**src/rtl/acc_cpu_control_unit.sv**
```systemverilog
`default_nettype none
// ============================================================================
// Module   : acc_cpu_control_unit
// Brief    : Multi-cycle fetch/decode/execute sequencer for the accumulator
//            CPU. Owns PC/IR/MBR/AC, drives the sync RAM and the ALU.
//            Optional SINGLE_STEP_EN adds a step input that gates each fetch.
// Revision : 1.0 - initial release
// ============================================================================
module acc_cpu_control_unit #(
    parameter int                    ADDR_WIDTH = 28,
    parameter int                    DATA_WIDTH = 32,
    parameter logic [ADDR_WIDTH-1:0] START_ADDR = 'h100,
    parameter logic [3:0]            ALU_ADD    = 4'b0010,
    parameter logic [3:0]            ALU_SUB    = 4'b0110
) (
    input  logic                  clock,
    input  logic                  reset,
    input  logic                  start,
`ifdef SINGLE_STEP_EN
    input  logic                  step,
`endif
    output logic [ADDR_WIDTH-1:0] ram_addr,
    output logic                  ram_cs,
    output logic                  ram_we,
    output logic                  ram_oe,
    output logic [DATA_WIDTH-1:0] ram_wdata,
    input  logic [DATA_WIDTH-1:0] ram_rdata,
    output logic [DATA_WIDTH-1:0] alu_left,
    output logic [DATA_WIDTH-1:0] alu_right,
    output logic [3:0]            alu_sel,
    input  logic [DATA_WIDTH-1:0] alu_out,
    output logic                  busy,
    output logic                  halted,
    output logic                  illegal,
    output logic [ADDR_WIDTH-1:0] pc,
    output logic [DATA_WIDTH-1:0] ac
);

    localparam logic [3:0] c_OP_ADD   = 4'h0;
    localparam logic [3:0] c_OP_HALT  = 4'h1;
    localparam logic [3:0] c_OP_LOAD  = 4'h2;
    localparam logic [3:0] c_OP_STORE = 4'h3;
    localparam logic [3:0] c_OP_SUB   = 4'h4;
    localparam logic [3:0] c_OP_SKIP  = 4'h5;
    localparam logic [3:0] c_OP_JUMP  = 4'h6;
    localparam logic [3:0] c_OP_CLEAR = 4'h7;
    localparam logic [ADDR_WIDTH-1:0] c_PC_ONE = 1;

    typedef enum logic [3:0] {
        S_IDLE,
        S_F1,
        S_F2,
        S_DEC,
        S_E1,
        S_E2,
        S_E3,
        S_ST_EX,
        S_HALTED
`ifdef SINGLE_STEP_EN
        , S_STEP_WAIT
`endif
    } state_t;

    // Where control goes once an instruction has completed.
`ifdef SINGLE_STEP_EN
    localparam state_t c_RESUME = S_STEP_WAIT;
`else
    localparam state_t c_RESUME = S_F1;
`endif

    state_t                r_state;
    state_t                w_next;
    logic [ADDR_WIDTH-1:0] r_pc;
    logic [DATA_WIDTH-1:0] r_ir;
    logic [DATA_WIDTH-1:0] r_mbr;
    logic [DATA_WIDTH-1:0] r_ac;
    logic                  r_illegal;

    logic [3:0]            w_opcode;
    logic [ADDR_WIDTH-1:0] w_operand;
    logic                  w_ac_neg;
    logic                  w_ac_zero;
    logic                  w_skip;

    assign w_opcode  = r_ir[DATA_WIDTH-1 -: 4];
    assign w_operand = r_ir[ADDR_WIDTH-1:0];
    assign w_ac_neg  = r_ac[DATA_WIDTH-1];
    assign w_ac_zero = (r_ac == '0);

    always_comb begin
        w_skip = 1'b0;
        case (r_ir[1:0])
            2'b00:   w_skip = w_ac_neg;
            2'b01:   w_skip = w_ac_zero;
            2'b10:   w_skip = !w_ac_neg && !w_ac_zero;
            default: w_skip = 1'b0;
        endcase
    end

    always_ff @(posedge clock or posedge reset) begin
        if (reset) begin
            r_state <= S_IDLE;
        end else begin
            r_state <= w_next;
        end
    end

    always_comb begin
        w_next    = r_state;
        ram_addr  = '0;
        ram_cs    = 1'b0;
        ram_we    = 1'b0;
        ram_oe    = 1'b0;
        ram_wdata = '0;
        alu_left  = '0;
        alu_right = '0;
        alu_sel   = 4'b0000;
        busy      = 1'b1;
        halted    = 1'b0;
        case (r_state)
            S_IDLE: begin
                busy = 1'b0;
                if (start) w_next = S_F1;
            end
            S_HALTED: begin
                busy   = 1'b0;
                halted = 1'b1;
                if (start) w_next = S_F1;
            end
            S_F1: begin
                ram_addr = r_pc;
                ram_cs   = 1'b1;
                ram_oe   = 1'b1;
                w_next   = S_F2;
            end
            S_F2: w_next = S_DEC;
            S_DEC: begin
                case (w_opcode)
                    c_OP_ADD, c_OP_LOAD, c_OP_SUB:    w_next = S_E1;
                    c_OP_STORE:                       w_next = S_ST_EX;
                    c_OP_HALT:                        w_next = S_HALTED;
                    c_OP_JUMP, c_OP_CLEAR, c_OP_SKIP: w_next = c_RESUME;
                    default:                          w_next = S_HALTED;
                endcase
            end
            S_E1: begin
                ram_addr = w_operand;
                ram_cs   = 1'b1;
                ram_oe   = 1'b1;
                w_next   = S_E2;
            end
            S_E2: w_next = S_E3;
            S_E3: begin
                if (w_opcode == c_OP_ADD || w_opcode == c_OP_SUB) begin
                    alu_left  = r_ac;
                    alu_right = r_mbr;
                    alu_sel   = (w_opcode == c_OP_ADD) ? ALU_ADD : ALU_SUB;
                end
                w_next = c_RESUME;
            end
            S_ST_EX: begin
                ram_addr  = w_operand;
                ram_wdata = r_ac;
                ram_cs    = 1'b1;
                ram_we    = 1'b1;
                w_next    = c_RESUME;
            end
`ifdef SINGLE_STEP_EN
            S_STEP_WAIT: begin
                if (step) w_next = S_F1;
            end
`endif
            default: w_next = S_IDLE;
        endcase
    end

    always_ff @(posedge clock or posedge reset) begin
        if (reset) begin
            r_pc      <= '0;
            r_ir      <= '0;
            r_mbr     <= '0;
            r_ac      <= '0;
            r_illegal <= 1'b0;
        end else begin
            case (r_state)
                S_IDLE, S_HALTED: begin
                    if (start) begin
                        r_pc      <= START_ADDR;
                        r_illegal <= 1'b0;
                    end
                end
                S_F2: begin
                    r_ir <= ram_rdata;
                    r_pc <= r_pc + c_PC_ONE;
                end
                S_DEC: begin
                    if (w_opcode == c_OP_JUMP) r_pc <= w_operand;
                    if (w_opcode == c_OP_CLEAR) r_ac <= '0;
                    if (w_opcode == c_OP_SKIP && w_skip) r_pc <= r_pc + c_PC_ONE;
                    if (w_opcode[3]) r_illegal <= 1'b1;
                end
                S_E2: r_mbr <= ram_rdata;
                S_E3: begin
                    if (w_opcode == c_OP_LOAD) begin
                        r_ac <= r_mbr;
                    end else if (w_opcode == c_OP_ADD || w_opcode == c_OP_SUB) begin
                        r_ac <= alu_out;
                    end
                end
                default: ;
            endcase
        end
    end

    assign illegal = r_illegal;
    assign pc      = r_pc;
    assign ac      = r_ac;

endmodule
`default_nettype wire
```
**config.mk**
```make
export PLATFORM = sky130hd
export DESIGN_NAME = acc_cpu_control_unit
export DESIGN_NICKNAME = d
export VERILOG_FILES = /design/src/rtl/acc_cpu_control_unit.sv
export SDC_FILE = /design/constraint.sdc
export NUM_CORES = 1
export LEC_CHECK = 0
export CORE_MARGIN = 2
export CORE_UTILIZATION = 30
export DETAILED_ROUTE_END_ITERATION = 12
export SLEW_MARGIN = 20
export SYNTH_ARGS = -nofsm -noshare
export SYNTH_HDL_FRONTEND = slang
export SYNTH_SLANG_ARGS = --single-unit
```
**constraint.sdc**
```tcl
create_clock -name clock -period 5.3 [get_ports clock]
set_input_delay 0.795 -clock clock [delete_from_list [all_inputs] [get_ports clock]]
set_output_delay 0.795 -clock clock [all_outputs]
set_load 0.01 [all_outputs]
```
==> impl_metrics.tcl <==
set metrics [dict create \
    synth-async-reset-ratio 1.000 \
    grt_pass1_wl_um 37550 \
    power_w 0.005457 \
    max-vdd-ir-drop_mv 0.1891 \
    power_density_mw_per_mm2 509.4 \
    synthTopCellsByArea "dfrtp_1 45%, mux2_2 9.4%, and2_1 8.6%" \
    hold_slack_ns 0.5256 \
    timing.final.crit_share 0.7228 \
    ff2ff_path_depth 7 \
    routed_via_density 5.007 \
    cp-end-kind "output port" \
    leakage_nw 4.224 \
    setup_slack_ns 1.469 \
    synth_edf_count 0 \
    die_h_um 158.8 \
    drc 0 \
    synth_common_cells "129 x dfrtp_1, 99 x and2_1, 60 x mux2_2" \
    grtUsageTotal 0.1884 \
    clock_path_buffers 2 \
    synthCells 711 \
    insertion_delay_ns 0.41 \
    num_rows 56 \
    grt_max_degree 104 \
    tightest_slew_ns 1.139 \
    power_switching_w 0.002058 \
    yosysSeqAreaShare 0.4491 \
    cts-root-buf "clkbuf_16" \
    r2r_end "pc[22]" \
    antenna_found_initial 0 \
    post_cts_buffers 0 \
    p_clk_frac 0.236 \
    rr_startpoint "ac[25]" \
    hpwl_um 17200 \
    crit_chain "nor2b_1, nand2b_1, buf_4, nor4_2, buf_4, and2_1, clkdlybuf4s50_1" \
    drt-initial-drc-count 372 \
    syn_to_final_growth_pct 49.03 \
    cts_tree "done" \
    hold_depth 1 \
    min_from "r_mbr[8]" \
    hp-class "reg -> reg" \
    dominantRegCellSynth "dfrtp_1" \
    internal_power_w 0.003399 \
    place_congestion 0.8088 \
    die_area_mm2 0.02521 \
    yosysWarnings 0 \
    drt_wl_total_um 23930 \
    drtAntennaViolNets 0 \
    hold_end "r_mbr[8]" \
    startpoint_type "flip-flop" \
    slew_headroom 0.2408 \
    hold_violations 0 \
    pin_count 261 \
    clkSinkCount 129 \
    drv_slew 0 \
    cp.arrival_ns 3.04 \
    wire_per_inst_um 18.73 \
    nNetsFinal 1014 \
    worstPathMaxFanout 56 \
    grt-ovfl-total 0 \
    reg2reg_slack_ns 2.00 \
    cpMostUsedCell "buf_4" \
    core_region_area_mm2 0.02347 \
    syn_area_per_cell_um2 10.11 \
    synth.top_cell.area_share 0.4491 \
    htreeDepth 4 \
    worst-setup-path-type "reg -> out" \
    cts_hold_buf 0 \
    cp_data_required_time_ns 4.51 \
    setup_viol 0 \
    fmax_ghz 0.2610 \
    drive_above_1_share 0.1199 \
    clock_skew_ns 0.009122 \
    synth-seq-cells 129 \
    first_pass_iters 4 \
    pwr-share-comb 0.391 \
    grt_setup_unrepaired "false" \
    first_global_vias 6176 \
    status "finished clean" \
    switching_share 0.3771 \
    place_ws_ns 1.841 \
    cap_violations 0 \
    synth_area_leader_cell "dfrtp_1" \
    initial_core_util 0.3062 \
    cp_slowest_stage_delay_ns 0.58 \
    power_frac_seq 0.373 \
    portBuffers 258 \
    diodes 0 \
    synth.distinct_cells 54 \
    period_needed_ns 3.831 \
    numCtsBuffers 17 \
    clk_pin_slew_ns 0.06 \
    die_w_um 158.8 \
    synthesis.area_mm2 0.007188 \
    post_cts_resized 0 \
    setup_tns_ns 0 \
    yosysMostFrequentCell "dfrtp_1" \
    slowest_stage "dfrtp_1" \
    vias 6399 \
]
worst max-delay path: cells and delay by family (launching register included):
kind                   cells  cell delay [ns]
DFF                        1             0.58
and+or+nand+nor            4             0.82
buffers and inverters      3             1.20
worst max path at each step:
stage	startpoint	end	slack [ns]	cells past startpoint
after floorplan	reset	ac[0]	1.06	1
after global placement	r_state[1]	alu_right[29]	1.90	7
after detailed placement	r_state[1]	alu_right[29]	1.84	7
after CTS	r_state[1]	alu_right[29]	1.38	7
after global routing	r_state[1]	alu_right[29]	1.19	7
final	r_state[1]	alu_right[11]	1.47	7
sequential cells by signal (all words and copies together), names as in the netlist:
name and count:
ac 32, illegal 1, pc 28, r_ir 32, r_mbr 32, r_state 4
cell usage in the layout (no fill, tap or decap), types with 5 or more instances in the layout:
cell type,synthesis,layout
a21o_1,5,5
a32oi_1,6,6
a22o_1,39,39
bufinv_16,0,5
nor4_1,12,11
and3_1,9,9
mux2_2,60,60
o2bb2ai_1,11,11
nand4_1,5,5
a21oi_1,14,14
nand2_1,50,50
nor2b_1,7,7
dfrtp_1,129,129
clkbuf_16,0,17
clkdlybuf4s50_1,0,258
mux2i_1,33,33
a32o_1,7,7
and2_1,99,99
o21ai_0,26,26
buf_4,2,12
o31ai_1,33,33
nor3_1,12,11
nor2_1,20,19
inv_1,24,23
a22oi_1,6,6
metrics by stage:
| step | util | cell area, µm² | instances |
|---|---|---|---|
| floorplan | - | 7192 | 712 |
| global placement | 0.4289 | 10070 | 1246 |
| detailed placement | 0.4289 | 10070 | 1246 |
| CTS | 0.4564 | 10710 | 1278 |
| global route | 0.4564 | 10710 | 1278 |
| finish | 0.4564 | 10710 | 1278 |
power by group through the flow:
| stage | Clock, W | Combinational [W] | Sequential (W) |
|---|---|---|---|
| 2_1_floorplan | 0 | 0.00129 | 0.00184 |
| 3_3_place_gp | 0 | 0.00211 | 0.00205 |
| 3_5_place_dp | 0 | 0.00214 | 0.00204 |
| 4_1_cts | 0.00132 | 0.00215 | 0.00203 |
| 5_1_grt | 0.00136 | 0.00232 | 0.00211 |
| 6_report | 0.00129 | 0.00213 | 0.00203 |
final cells by class:
class / count / area, µm²
Inverter: 24 / 95.09
Clock inverter: 10 / 181.4
Clock buffer: 22 / 464.2
Multi-Input combinational cell: 504 / 3672
Sequential cell: 129 / 3228
Timing Repair Buffer: 270 / 2673
Fill cell: 2244 / 12760
Tap cell: 319 / 399.1
metal layers:
layer,global-route usage,share of wire,wire (µm),up-vias
met5,0,0,0,-
met4,0.04170,0.0068,162,0
met3,0.04598,0.062,1485,7
met2,0.2848,0.45,10650,244
met1,0.2719,0.49,11630,3090
li1,-,-,-,3058
logic make-up (layout without fill, tap and decap cells):
group | Yosys count | after routing | share of synthesized area
simple gates | 237 | 237 | 0.1838
buf+inv | 79 | 326 | 0.04508
compound gates | 170 | 170 | 0.1786
mux | 93 | 93 | 0.1399
xor+xnor | 1 | 1 | 0.001219
fa+ha+maj | 1 | 1 | 0.001740
other cells | 1 | 2 | 0.0005217
flops | 129 | 129 | 0.4491
Note: power is estimated with default switching activity, not from simulation.
==> RTL change, RTL diff (same settings) <==
Register the output `ram_wdata`, cleared by the reset; this adds one clock of latency there. The other outputs are not delayed to match.
--- a/src/rtl/acc_cpu_control_unit.sv
+++ b/src/rtl/acc_cpu_control_unit.sv
@@ -61,6 +61,8 @@
 `endif
     } state_t;
 
+    logic [DATA_WIDTH-1:0] ram_wdata_d;
+
     // Where control goes once an instruction has completed.
 `ifdef SINGLE_STEP_EN
     localparam state_t c_RESUME = S_STEP_WAIT;
@@ -111,7 +113,7 @@
         ram_cs    = 1'b0;
         ram_we    = 1'b0;
         ram_oe    = 1'b0;
-        ram_wdata = '0;
+        ram_wdata_d = '0;
         alu_left  = '0;
         alu_right = '0;
         alu_sel   = 4'b0000;
@@ -160,7 +162,7 @@
             end
             S_ST_EX: begin
                 ram_addr  = w_operand;
-                ram_wdata = r_ac;
+                ram_wdata_d = r_ac;
                 ram_cs    = 1'b1;
                 ram_we    = 1'b1;
                 w_next    = c_RESUME;
@@ -216,5 +218,13 @@
     assign pc      = r_pc;
     assign ac      = r_ac;
 
+    always_ff @(posedge clock or posedge reset) begin
+        if (reset) begin
+            ram_wdata <= '0;
+        end else begin
+            ram_wdata <= ram_wdata_d;
+        end
+    end
+
 endmodule
 `default_nettype wire
Check against the original RTL: no difference found for any inputs over 4 cycles, from zero or initial values and one cycle with reset high; that may be too few to reach the edited logic, so the function may still have changed.
==> RTL change against the unedited design <==
- worst setup slack worse by 0.0063 ns
- highest routed layer is now met5
- wire length is 17% higher
- synthesized area is 17% higher
- design area is 10% higher
- sequential power is 20% higher
- total power is 16% higher
- fmax is 0.16% lower
- sequential cell count is 32 higher
- global-route usage is 0.18 points higher
- non-clock buffer count is 3 lower
- synthesized cell count is 9.6% higher
==> RTL change: results (changes against the unedited design) <==
stage,metric,value,unit,change
global_route,all-layer global routing usage,19.02,%,+0.18 points
worst_setup_path,CP Data Arrival Time,3.04,ns,about the same
global_route,largest net degree at the start of global routing,84,,-19%
logic_synthesis,most frequent cells after synthesis,"dfrtp_1, and2_1, mux2_2",,
drt,DR WL/cell,19.97,µm,+6.6%
cts,Inserted Clock Buffers,17,,unchanged
worst_setup_path,r2r worst-path depth,6,,-1
logic_synthesis,mux cell area share after synthesis,14.37,%,+0.37 points
logic_synthesis,sequential share of the synthesized area,47.85,%,+2.9 points
cts,clock insertion delay at the later pin of the skew report,0.42,ns,
worst_setup_path,R2R setup slack,2.13,ns,+0.13 ns
status,run status,"finished, final reports clean",,
drt,via/cell ratio,5.024,,+0.33%
cts,Max Root-Sink Buffers,2,,unchanged
global_route,met1 usage,25.64,%,-1.5 points
sta,slew of the pin with the lowest slew margin,1.029,ns,-0.1093 ns
logic_synthesis,yosys warns,0,,unchanged
worst_setup_path,crit path max-delay cell type,dfrtp_1,,
flow_run,max-cap viol count,0,,unchanged
logic_synthesis,Yosys cell types,61,,+13%
placement,Post-Place Cells,1365,,+9.6%
drt,met3 WL,1586,µm,+6.8%
global_route,first-pass GRT wire length,42510,µm,+13%
global_route,antenna violations before repair,1,,+1
sta,FMAX,0.2606,GHz,-0.16%
layout,nets,1074,,+5.9%
global_route,M2 GR Usage,31.59,%,+3.1 points
drt,via count,7018,,+9.7%
logic_synthesis,Compound-Gate Fraction of Synth Area,13.54,%,-4.3 points
sta,TNS Setup,0,ns,unchanged
sta,worst clock skew,0.01500,ns,+0.005876 ns
worst_setup_path,max incr delay on CP,0.62,ns,+0.04 ns
placement,PortBufs,258,,unchanged
logic_synthesis,adder-cell share of the synthesized area,0.1486,%,-0.025 points
placement,Post-DP HPWL,19980,µm,+16%
logic_synthesis,Area contributors post-synth,"dfrtp_1, mux2_2, and2_1, mux2i_1, a22o_1",,
cts,CTS resizes,0,,unchanged
pwr,Worst VDD drop,0.3080,mV,+63%
pwr,LEAKAGE,4.790,nW,+13%
placement,instance area at placement,0.01127,mm²,+12%
logic_synthesis,share of async-settable or async-resettable flops after synthesis,100.0,%,unchanged
worst_setup_path,CP max FO,53,,-5.4%
layout,layout cell share with drive strength beyond 1,13.74,%,+1.7 points
drt,DRT iter0 DRCs,516,,+39%
logic_synthesis,Syn Inst Count,779,,+9.6%
drt,wl on met1,12380,µm,+6.4%
placement,gpl congestion,0.8168,,+0.99%
logic_synthesis,xor/xnor share of the synthesized area,0.4160,%,+0.29 points
min_path,hold depth,1,,unchanged
drt,drt first pass iters,5,,+1
sta,final hold slack,0.5284,ns,+0.002848 ns
global_route,M3 GR Usage,3.866,%,-0.73 points
placement,dpl ws,1.916,ns,+0.07562 ns
global_route,vias in the first global route,6832,,+11%
layout,Ant. Diodes,0,,unchanged
drt,uppermost routed layer,met5,,
drt,met2 routed WL,13660,µm,+28%
[RTL change: changes by cell type in the layout (fill, tap and decap cells not counted), moves of 8 or more]
| cell | before | now |
|---|---|---|
| o22ai_1 | 4 | 14 |
| mux2i_1 | 33 | 50 |
| a22o_1 | 39 | 30 |
| nand4_1 | 5 | 16 |
| dfrtp_1 | 129 | 161 |
| nor2_1 | 19 | 28 |
| a31oi_1 | 1 | 15 |
| nor4_2 | 1 | 9 |
| o21ai_0 | 26 | 17 |
| nor4_1 | 11 | 0 |
[RTL change: cells by family after synthesis]
logic type | after synthesis
simple gates | 265
other cells | 1
compound gates | 150
xor+xnor | 4
flops | 161
buf+inv | 84
mux | 113
fa+ha+maj | 1
[RTL change: report_power, final]
part / leakage (nW) / internal [mW] / switching [mW]
combinational: 2.50 / 1.38 / 1.32
sequential: 2.03 / 1.70 / 0.742
clock: 0.260 / 0.664 / 0.537
total: 4.79 / 3.75 / 2.60
[RTL change: worst paths after layout]
kind | start | to
max in group asynchronous | reset | r_mbr[13]
min reg2reg | r_mbr[15] | r_mbr[15]
min | r_mbr[15] | r_mbr[15]
max | r_state[0] | alu_left[16]
max reg2reg | ac[22] | pc[21]
min in group asynchronous | reset | r_ir[0]
[RTL change: worst reg2reg max path, delay by kind of cell, from the launching register on]
family / cells / cell delay [ns]
AND/OR/NAND/NOR: 3 / 1.26
AO/OA/AOI/OAI: 3 / 1.31
flip-flops: 1 / 0.46
[RTL change: cell type report]
| class | instances | area (µm²) |
|---|---|---|
| Multi-Input combinational cell | 535 | 4021 |
| Clock buffer | 21 | 450.4 |
| Sequential cell | 161 | 4029 |
| Inverter | 24 | 95.09 |
| Fill cell | 2657 | 15870 |
| Clock inverter | 11 | 105.1 |
| Timing Repair Buffer | 267 | 2663 |
| Tap cell | 378 | 473.0 |
